`config.mk`:
```
export PLATFORM = sky130hd
export DESIGN_NAME = booth_pp_accum
export DESIGN_NICKNAME = d
export VERILOG_FILES = /design/src/rtl/booth_pp_accum.sv
export SDC_FILE = /design/constraint.sdc
export NUM_CORES = 1
export LEC_CHECK = 0
export ABC_AREA = 1
export CAP_MARGIN = 40
export CORE_UTILIZATION = 57
export CTS_CLUSTER_SIZE = 16
export DETAILED_ROUTE_END_ITERATION = 12
export PLACE_DENSITY = 0.9
export SLEW_MARGIN = 20
export SYNTH_ARGS = -nofsm -noshare
export SYNTH_HDL_FRONTEND = slang
export SYNTH_SLANG_ARGS = --single-unit
```
`constraint.sdc`:
```
create_clock -name clk -period 4.4 [get_ports clk]
set_input_delay 1.1 -clock clk [delete_from_list [all_inputs] [get_ports clk]]
set_output_delay 1.1 -clock clk [all_outputs]
set_load 0.01 [all_outputs]
```
`src/rtl/booth_pp_accum.sv`:
```
// booth_pp_accum: sums the eight Booth partial products of a 16x16 multiply, LANES per cycle, behind valid/ready.
// Optional macro BOOTH_PP_ZERO_SKIP_EN: all-zero sets bypass ACC and zero tails end ACC early.
module booth_pp_accum #(
  parameter int LANES = 2
) (
  input  logic        clk,
  input  logic        rst_n,
  input  logic        in_valid,
  output logic        in_ready,
  input  logic [31:0] pp_1,
  input  logic [31:0] pp_2,
  input  logic [31:0] pp_3,
  input  logic [31:0] pp_4,
  input  logic [31:0] pp_5,
  input  logic [31:0] pp_6,
  input  logic [31:0] pp_7,
  input  logic [31:0] pp_8,
  output logic        out_valid,
  input  logic        out_ready,
  output logic [31:0] prod,
  output logic        busy
);
  localparam int NCYC = 8 / LANES;
  localparam int CW   = (NCYC > 1) ? $clog2(NCYC) : 1;

  generate
    if (!(LANES == 1 || LANES == 2 || LANES == 4 || LANES == 8)) begin : g_bad_lanes
      $error("booth_pp_accum: LANES must be 1, 2, 4 or 8");
    end
  endgenerate

  typedef enum logic [1:0] {IDLE, ACC, DONE} state_t;

  state_t               state, state_nxt;
  logic [7:0][31:0]     pp_in, pp_q, pp_rest;
  logic [31:0]          acc, prod_q;
  logic [CW-1:0]        cnt;
  logic [LANES:0][31:0] psum;
  logic                 last_grp, zero_in;

  assign pp_in = {pp_8, pp_7, pp_6, pp_5, pp_4, pp_3, pp_2, pp_1};

  // Captured set is consumed from the bottom; the current group always sits in pp_q[LANES-1:0].
  assign pp_rest = pp_q >> (LANES * 32);
  assign psum[0] = acc;
  for (genvar l = 0; l < LANES; l++) begin : g_lane
    assign psum[l+1] = psum[l] + pp_q[l];
  end

`ifdef BOOTH_PP_ZERO_SKIP_EN
  assign zero_in  = (pp_in == '0);
  assign last_grp = (cnt == CW'(NCYC - 1)) || (pp_rest == '0);
`else
  assign zero_in  = 1'b0;
  assign last_grp = (cnt == CW'(NCYC - 1));
`endif

  always_comb begin
    state_nxt = state;
    case (state)
      IDLE:    if (in_valid) state_nxt = zero_in ? DONE : ACC;
      ACC:     if (last_grp) state_nxt = DONE;
      DONE:    if (out_ready) state_nxt = IDLE;
      default: state_nxt = IDLE;
    endcase
  end

  always_ff @(posedge clk or negedge rst_n) begin
    if (!rst_n) begin
      state  <= IDLE;
      pp_q   <= '0;
      acc    <= '0;
      cnt    <= '0;
      prod_q <= '0;
    end else begin
      state <= state_nxt;
      case (state)
        IDLE: if (in_valid) begin
          pp_q <= pp_in;
          acc  <= '0;
          cnt  <= '0;
          if (zero_in) prod_q <= '0;
        end
        ACC: begin
          acc  <= psum[LANES];
          pp_q <= pp_rest;
          cnt  <= cnt + 1'b1;
          if (last_grp) prod_q <= psum[LANES];
        end
        default: ;
      endcase
    end
  end

  assign in_ready  = (state == IDLE);
  assign out_valid = (state == DONE);
  assign busy      = (state != IDLE);
  assign prod      = prod_q;
endmodule

```
==> results.sh, run 1 <==
export IMPL_status="completed"
export IMPL_finalSetupViolations=0
export IMPL_fin_crit_sh_pct=68.6
export IMPL_crit_path_start_kind="flip-flop"
export IMPL_slowest_stage="fa_1"
export IMPL_synthSimpleGateAreaFrac_pct=19.1
export IMPL_end_kind="flip-flop"
export IMPL_hold_violations=0
export IMPL_ys_seq_area_share_pct=49.9
export IMPL_worstPathCellList="fa_1 -> ha_1 -> fa_1 -> nand3_1 -> nand3_1 -> a21oi_1 -> nor2_1 -> o21ai_0 -> nand3_1 -> nand2_1"
export IMPL_detail_route_drc_violations=0
export IMPL_tritoncts="done"
export IMPL_drtIter0Drc=1364
export IMPL_synth_area_leaders="dfrtp_1 (50%), nand2_1 (12%), o21ai_1 (6.5%), o21ai_0 (6.3%), nor2_1 (5.2%)"
export IMPL_async_flop_share_pct=100
export IMPL_antenna_found_initial=7
export IMPL_cts_setup_buffers=0
export IMPL_path_clk_slew_ns=0.06
export IMPL_syn_nets=2280
export IMPL_cpPeakStageDelay_ns=0.51
export IMPL_synth_cells=1957
export IMPL_grt_first_pass_wirelength_um=78700
export IMPL_crit_arrival_ns=3.48
export IMPL_place_gp_congestion=0.975
export IMPL_yosys_area_top_type_share_pct=49.9
export IMPL_critPathRequiredTime_ns=4.86
export IMPL_die_w_um=171
export IMPL_post_synth_fa_ha_maj_area_fraction_pct=6.33
export IMPL_cts_resized=0
export IMPL_grt_max_degree=215
export IMPL_cp_max_fo=4
export IMPL_cap_violations=0
export IMPL_synth_edff_count=0
export IMPL_viasPerCell=5.81
export IMPL_ys_flop_type="dfrtp_1"
export IMPL_ctsHoldBuffers=0
export IMPL_io_pins=295
export IMPL_grt_pass1_vias=14831
export IMPL_fin_nets=2514
export IMPL_areaGrowthSynthToFinish_pct=27.2
export IMPL_slew_violations=0
export IMPL_synth_top_family_by_area="simple AND/OR/NAND/NOR gates"
export IMPL_rsz0062_at_grt="no"
export IMPL_clockBufferDepth=3
export IMPL_final_util_pct=74.0
export IMPL_synth_mux_area_share_pct=0
export IMPL_ys_ff_latch=324
export IMPL_core_region_area_mm2=0.0279
export IMPL_ant_nets=0
export IMPL_dp_hpwl_um=35000
export IMPL_wire_per_inst_um=19.3
export IMPL_start_util_pct=58.2
export IMPL_drt_pass1_iter_count=6
export IMPL_critical_path_class="reg -> reg"
export IMPL_worst_slew_pin_slew_ns=1.02
export IMPL_wirelength_um=50200
export IMPL_fmax_mhz=331
export IMPL_avgSynthCellArea_um2=8.31
export IMPL_synth_area_mm2=0.0163
export IMPL_insertion_delay_ns=0.53
export IMPL_post_synth_top_count_cell="nand2_1"
export IMPL_synth_cell_types=32
export IMPL_cts_buffers=36
export IMPL_track_usage_pct=35.1
export IMPL_io_buffers=294
export IMPL_die_h_um=171
export IMPL_vias=15135
export IMPL_clockRootBuffer="clkbuf_16"
export IMPL_design_die_area_mm2=0.0292
export IMPL_cts_max_level=2
export IMPL_synth_compound_area_share_pct=17.9
export IMPL_grt_overflow=0
export IMPL_hold_path_class="reg -> reg"
export IMPL_tns_ns=0
export IMPL_period_needed_ns=3.02
export IMPL_cpMostUsedCell="nand3_1"
export IMPL_synth_warnings=0
export IMPL_finClkSkew_ns=0.0135
export IMPL_slew_headroom_pct=31.9
export IMPL_rows=61
export IMPL_clock_sinks=324
export IMPL_drive_above_1_share_pct=3.92
export IMPL_synth_xor_area_share_pct=0.862
export IMPL_yosysTopAreaCell="dfrtp_1"
export IMPL_synthTopCellsByCount="nand2_1 (503), dfrtp_1 (324), nor2_1 (226), o21ai_1 (210), o21ai_0 (204)"
## per-layer routing
layer / global-route usage, % / share of wire (%) / up-vias
met4: 18.6 / 5.5 / 0
met5: 0 / 0 / -
met3: 5.71 / 8.7 / 159
met1: 45.8 / 39 / 7229
li1: - / - / 6929
met2: 56.6 / 47 / 818
## layout make-up
class / count / area, um2
flip-flops and latches: 324 / 8110
diodes: 7 / 17.5
multi-input cells: 1390 / 7180
fillers: 1995 / 7250
clock buffers: 52 / 1060
inverters: 126 / 483
well taps: 378 / 473
clock inverters: 13 / 191
repair buffers: 313 / 3170
## worst paths after layout
check	start	endpoint	slack, ns	cells past startpoint
min in group asynchronous	rst_n	pp_q[211]$_DFFE_PN0P_	0.60	1
hold reg to reg	prod[24]$_DFFE_PN0P_	prod[24]$_DFFE_PN0P_	0.47	2
max in group asynchronous	rst_n	pp_q[187]$_DFFE_PN0P_	2.83	2
hold / removal	prod[24]$_DFFE_PN0P_	prod[24]$_DFFE_PN0P_	0.47	2
setup / recovery	pp_q[1]$_DFFE_PN0P_	acc[17]$_DFFE_PN0P_	1.38	10
setup reg to reg	pp_q[1]$_DFFE_PN0P_	acc[17]$_DFFE_PN0P_	1.38	10
## placed cells by master, fill, tap and decap left out, types with 2 or more instances in the layout
cell type        instances
bufinv_16                3
clkdlybuf4s50_1        292
xor2_1                   4
nand3b_1                 4
buf_12                   5
a22o_1                   2
ha_1                    31
clkbuf_8                10
inv_6                    3
nor2_1                 225
xnor2_1                 12
nor3_1                   3
clkbuf_1                 6
a21oi_1                 30
diode_2                  7
inv_1                  122
o21ai_1                210
dfrtp_1                324
o21ai_0                204
nor2_4                   2
clkbuf_16               36
and2_1                   2
clkinv_2                 4
o21bai_1                 2
nand3_1                 55
buf_4                   13
fa_1                    32
a21o_1                   2
a32o_1                  61
nand2_1                503
## per-stage QoR
step	instances	hold WS, ns	area [um2]	setup WS, ns
5_1_grt	2602	0.495	20700	1.25
2_1_floorplan	1957	0.450	16300	1.94
4_1_cts	2596	0.481	20700	1.39
3_5_place_dp	2531	0.465	19400	1.35
3_3_place_gp	2530	0.462	19400	1.41
6_report	2603	0.475	20700	1.38
## cells by family (layout without fill, tap and decap cells)
group | Yosys count | in the layout
AND/OR/NAND/NOR | 797 | 797
XOR/XNOR | 16 | 16
other | 0 | 7
flip-flops | 324 | 324
buffers and inverters | 243 | 504
adder cells (fa/ha/maj) | 63 | 63
AO/OA/AOI/OAI | 514 | 514
## sequential cells by signal, summed over array words and instances (netlist names)
name   count
pp_q     256
acc       32
prod      32
cnt        2
state      2
## worst max-delay path, delay by kind of cell (launching register included)
family,cells,cell delay (ns)
AND/OR/NAND/NOR,5,0.67
flip-flops,1,0.46
AO/OA/AOI/OAI,2,0.58
adder cells (fa/ha/maj),3,1.25
Power of run 1 is left out: the tool's default activity adds up to more than one toggle a clock period on the data nets, which glitch-free logic cannot reach.
==> run 2: changes to the inputs <==
CORE_UTILIZATION = 48   (was 57)
PLACE_DENSITY = 0.81   (was 0.9)
clock period = 2.55 ns   (was 4.4 ns; I/O delays follow)
==> run 2 against run 1 <==
Against the previous run: global-route usage is 5.7 points lower; cell count is 3.2% higher; first-iteration DRC count is 22% lower; die area grew 19%; flip-flop and latch count did not move; critical path type unchanged; largest cell class unchanged.
==> results.sh, run 2 (synthesis results as in run 1) <==
export IMPL_core_region_area_mm2=0.0334
export IMPL_slew_headroom_pct=49.1
export IMPL_grt_first_pass_wirelength_um=77900
export IMPL_worstPathCellList="fa_1 -> ha_2 -> fa_2 -> nand2_1 -> nand3_2 -> nand2_1 -> nand2_2 -> or2_2 -> nand3_1 -> nand2_1"
export IMPL_start_util_pct=48.6
export IMPL_insertion_delay_ns=0.54
export IMPL_drt_pass1_iter_count=5
export IMPL_areaGrowthSynthToFinish_pct=30.6
export IMPL_end_kind="flip-flop"
export IMPL_die_h_um=186
export IMPL_cp_max_fo=4
export IMPL_wirelength_um=49500
export IMPL_slew_violations=0
export IMPL_worst_slew_pin_slew_ns=0.755
export IMPL_clock_sinks=324
export IMPL_tritoncts="done"
export IMPL_io_pins=295
export IMPL_ant_nets=0
export IMPL_dp_hpwl_um=36000
export IMPL_io_buffers=294
export IMPL_track_usage_pct=29.4
export IMPL_cpMostUsedCell="nand2_1"
export IMPL_vias=14784
export IMPL_grt_max_degree=184
export IMPL_cpPeakStageDelay_ns=0.48
export IMPL_antenna_found_initial=6
export IMPL_rsz0062_at_grt="yes"
export IMPL_fin_crit_sh_pct=97.4
export IMPL_clockRootBuffer="clkbuf_16"
export IMPL_final_cell_mix="nand2_1 (493), dfrtp_1 (323), clkdlybuf4s50_1 (292)"
export IMPL_tns_ns=0
export IMPL_crit_arrival_ns=2.89
export IMPL_place_gp_congestion=0.973
export IMPL_finalSetupViolations=0
export IMPL_fmax_mhz=403
export IMPL_critical_path_class="reg -> reg"
export IMPL_r2r_cells=10
export IMPL_drtIter0Drc=1067
export IMPL_largest_reg_flops=256
export IMPL_clockBufferDepth=3
export IMPL_cts_buffers=36
export IMPL_fin_nets=2531
export IMPL_status="completed"
export IMPL_viasPerCell=5.50
export IMPL_die_w_um=186
export IMPL_rows=67
export IMPL_path_clk_slew_ns=0.06
export IMPL_grt_pass1_vias=14528
export IMPL_critPathRequiredTime_ns=2.96
export IMPL_cts_max_level=2
export IMPL_slowest_stage="fa_1"
export IMPL_period_needed_ns=2.48
export IMPL_top_register="pp_q"
export IMPL_detail_route_drc_violations=0
export IMPL_cap_violations=0
export IMPL_hold_path_class="in -> async"
export IMPL_grt_overflow=0
export IMPL_design_die_area_mm2=0.0346
export IMPL_finClkSkew_ns=0.0171
export IMPL_drive_above_1_share_pct=6.94
export IMPL_wire_per_inst_um=18.4
export IMPL_ctsHoldBuffers=0
export IMPL_final_common_cell="nand2_1"
export IMPL_hold_slack_ns=0.0421
export IMPL_hold_violations=0
export IMPL_crit_path_start_kind="flip-flop"
run 2: cell types whose count changed in the layout (fill, tap and decap cells not counted), moves of 4 or more:
cell and change:
nand3_2 +4, nand2_1 -10, ha_1 -21, a21oi_1 -4, buf_12 +7, ha_4 +12, ha_2 +9, buf_4 +11
nand2_2 +10, nor2_1 -9, nor2_2 +8, nand3_1 -6
run 2: final timing paths:
path	from	endpoint	slack (ns)
max in group asynchronous	rst_n	prod[29]$_DFFE_PN0P_	1.66
max reg2reg	pp_q[1]$_DFFE_PN0P_	prod[11]$_DFFE_PN0P_	0.07
min	rst_n	pp_q[210]$_DFFE_PN0P_	0.04
max	pp_q[1]$_DFFE_PN0P_	prod[11]$_DFFE_PN0P_	0.07
min reg2reg	cnt[0]$_DFFE_PN0P_	cnt[0]$_DFFE_PN0P_	0.48
min in group clk	in_valid	state[0]$_DFFE_PN0P_	0.45
run 2: what timing repair did:
action,CTS,global route
cloned,0,0
pin swaps,2,8
resized for setup,7,57
buffers inserted,1,0
endpoints found under the setup margin,20,45
run 2: area by class of cell:
cell class	instances	area, um2
Fill cell	2793	12200
Antenna cell	5	12.5
Clock buffer	53	1040
Inverter	126	483
Multi-Input combinational cell	1390	7490
Clock inverter	11	164
Tap cell	448	561
Sequential cell	324	8110
Timing Repair Buffer	330	3360
run 2: critical path: cells and delay by family (launching register included):
kind          cells  cell delay, ns
fa+ha+maj         3            1.12
flops             1            0.40
simple gates      7            0.83
run 2: metal layers:
layer | routed length (um) | vias up | global-route usage (%)
met5 | 11 | - | 0
met4 | 2110 | 2 | 12.9
met3 | 3180 | 109 | 5.09
met2 | 23000 | 554 | 46.9
met1 | 21200 | 7152 | 39.4
li1 | - | 6967 | -
run 2: per-stage QoR:
| stage | cells | cell area (um2) | worst slack [ns] | util [%] |
|---|---|---|---|---|
| final | 2687 | 21200 | 0.0666 | 63.5 |
| after global routing | 2687 | 21200 | -0.0417 | 63.5 |
| after CTS | 2682 | 20900 | 0.0304 | 62.6 |
| after detailed placement | 2617 | 19700 | -0.236 | 58.9 |
| after global placement | 2617 | 19700 | -0.145 | 58.9 |
| after floorplan | 1957 | 16300 | 0.0894 | - |
Power of run 2 is left out for the same reason.
==> run 3: changes to the inputs <==
CORE_UTILIZATION = 49   (was 48)
CTS_BUF_LIST = sky130_fd_sc_hd__clkbuf_8   (was default)
PLACE_DENSITY = 0.82   (was 0.81)
==> run 3 against run 2 <==
Against the previous run: first-iteration DRC count rose by 8.5%; die area fell by 2.0%; hold slack improved by 0.39 ns; utilization rose by 2.2 points; via count rose by 1.8%; flip-flop and latch count did not move; maximum frequency rose by 0.42%; global-route usage rose by 0.96 points; largest cell class unchanged.
==> results.sh, run 3 (synthesis results as in run 1) <==
export IMPL_status="completed"
export IMPL_track_usage_pct=30.3
export IMPL_hold_depth=3
export IMPL_fin_crit_sh_pct=97.0
export IMPL_fmax_mhz=404
export IMPL_dp_hpwl_um=36900
export IMPL_fin_nets=2567
export IMPL_grt_pass1_vias=14394
export IMPL_start_util_pct=49.8
export IMPL_core_region_area_mm2=0.0326
export IMPL_wirelength_um=51100
export IMPL_path_clk_slew_ns=0.06
export IMPL_drive_above_1_share_pct=8.78
export IMPL_vias=15054
export IMPL_cp_max_fo=4
export IMPL_viasPerCell=5.50
export IMPL_min_to="state[0]$_DFFE_PN0P_"
export IMPL_tritoncts="done"
export IMPL_die_w_um=184
export IMPL_largest_reg_flops=256
export IMPL_io_pins=295
export IMPL_slew_violations=0
export IMPL_critPathRequiredTime_ns=3.01
export IMPL_final_cell_mix="nand2_1 (494), dfrtp_1 (323), clkdlybuf4s50_1 (292)"
export IMPL_hold_path_startpoint="in_valid"
export IMPL_end_kind="flip-flop"
export IMPL_drt_pass1_iter_count=6
export IMPL_grt_overflow=0
export IMPL_period_needed_ns=2.47
export IMPL_final_common_cell="nand2_1"
export IMPL_finalSetupViolations=0
export IMPL_slew_headroom_pct=47.3
export IMPL_r2r_cells=9
export IMPL_reg2reg_to="prod[9]$_DFFE_PN0P_"
export IMPL_grt_first_pass_wirelength_um=78500
export IMPL_place_gp_congestion=0.896
export IMPL_wire_per_inst_um=18.7
export IMPL_clockBufferDepth=3
export IMPL_place_inst=2627
export IMPL_areaGrowthSynthToFinish_pct=31.8
export IMPL_hold_violations=0
export IMPL_reg2reg_from="pp_q[1]$_DFFE_PN0P_"
export IMPL_top_register="pp_q"
export IMPL_fillers=2662
export IMPL_cts_buffers=53
export IMPL_design_die_area_mm2=0.0339
export IMPL_clock_sinks=324
export IMPL_crit_arrival_ns=2.93
export IMPL_finClkSkew_ns=0.0376
export IMPL_hold_path_class="in -> reg"
export IMPL_grt_max_degree=184
export IMPL_drtIter0Drc=1158
export IMPL_worst_slew_pin_slew_ns=0.785
export IMPL_cts_max_level=2
export IMPL_rsz0062_at_grt="yes"
export IMPL_cap_violations=0
export IMPL_insertion_delay_ns=0.62
export IMPL_clockRootBuffer="clkbuf_8"
export IMPL_r2r_slack_ns=0.08
export IMPL_critical_path_class="reg -> reg"
export IMPL_detail_route_drc_violations=0
export IMPL_ant_nets=0
export IMPL_io_buffers=294
export IMPL_die_h_um=184
export IMPL_antenna_found_initial=9
export IMPL_rows=66
export IMPL_stdcell_count=2738
export IMPL_crit_path_start_kind="flip-flop"
==> run 3: cell types whose count changed in the layout (fill, tap and decap cells not counted), sizes merged <==
cell,before,now
clkbuf,53,71
clkinvlp,0,2
buf,38,56
diode,5,8
dlygate4sd3,0,1
clkinv,7,6
inv,127,143
==> run 3: worst max path at each step <==
stage,slack [ns],end,cells past startpoint,from
6_report,0.08,prod[9]$_DFFE_PN0P_,9,pp_q[1]$_DFFE_PN0P_
5_1_grt,-0.04,prod[9]$_DFFE_PN0P_,9,pp_q[1]$_DFFE_PN0P_
4_1_cts,0.03,prod[23]$_DFFE_PN0P_,12,pp_q[12]$_DFFE_PN0P_
3_5_place_dp,-0.15,prod[29]$_DFFE_PN0P_,11,pp_q[1]$_DFFE_PN0P_
3_3_place_gp,-0.11,prod[21]$_DFFE_PN0P_,13,pp_q[1]$_DFFE_PN0P_
2_1_floorplan,0.09,prod[17]$_DFFE_PN0P_,10,pp_q[1]$_DFFE_PN0P_
==> run 3: cell type report <==
type / instances / area, um2 / area share [%]
Clock buffer: 71 / 977 / 4.56
Sequential cell: 324 / 8110 / 37.9
Inverter: 126 / 483 / 2.25
Timing Repair Buffer: 349 / 3570 / 16.6
Antenna cell: 8 / 20.0 / 0.0935
Multi-Input combinational cell: 1390 / 7500 / 35.0
Clock inverter: 28 / 218 / 1.02
Tap cell: 442 / 553 / 2.58
==> run 3: worst max-delay path, stage by stage, from the launching register on <==
cell and delay [ns]:
dfrtp_1 0.40, fa_1 0.48, ha_2 0.21, fa_2 0.40, nand3_1 0.13, nand3_4 0.12
a21oi_4 0.16, buf_4 0.13, xor2_1 0.19, o21ai_0 0.10
==> run 3: stage by stage <==
| step | worst slack [ns] | TNS (ns) | hold WS (ns) | utilization (%) | instance area, um2 |
|---|---|---|---|---|---|
| floorplan | 0.0894 | 0 | 0.342 | - | 16300 |
| global placement | -0.105 | -0.628 | 0.464 | 60.8 | 19800 |
| detailed placement | -0.151 | -1.21 | 0.466 | 60.9 | 19900 |
| CTS | 0.0280 | 0 | 0.407 | 64.7 | 21100 |
| global route | -0.0403 | -0.237 | 0.433 | 65.7 | 21400 |
| finish | 0.0771 | 0 | 0.432 | 65.7 | 21400 |
==> run 3: metal layers <==
layer	vias to the layer above	global-route usage, %	wire length, um
met2	604	48.2	23800
li1	7057	-	-
met4	4	12.9	2050
met1	7268	40.7	21700
met3	121	5.91	3540
met5	-	0	28
==> run 3: repair_timing <==
action	CTS	global route
gates resized for setup	9	54
endpoints found under the setup margin	19	40
hold buffers	1	0
setup buffers	0	3
pin swaps	0	1
hold endpoints to repair	23	0
Power of run 3 is left out for the same reason.
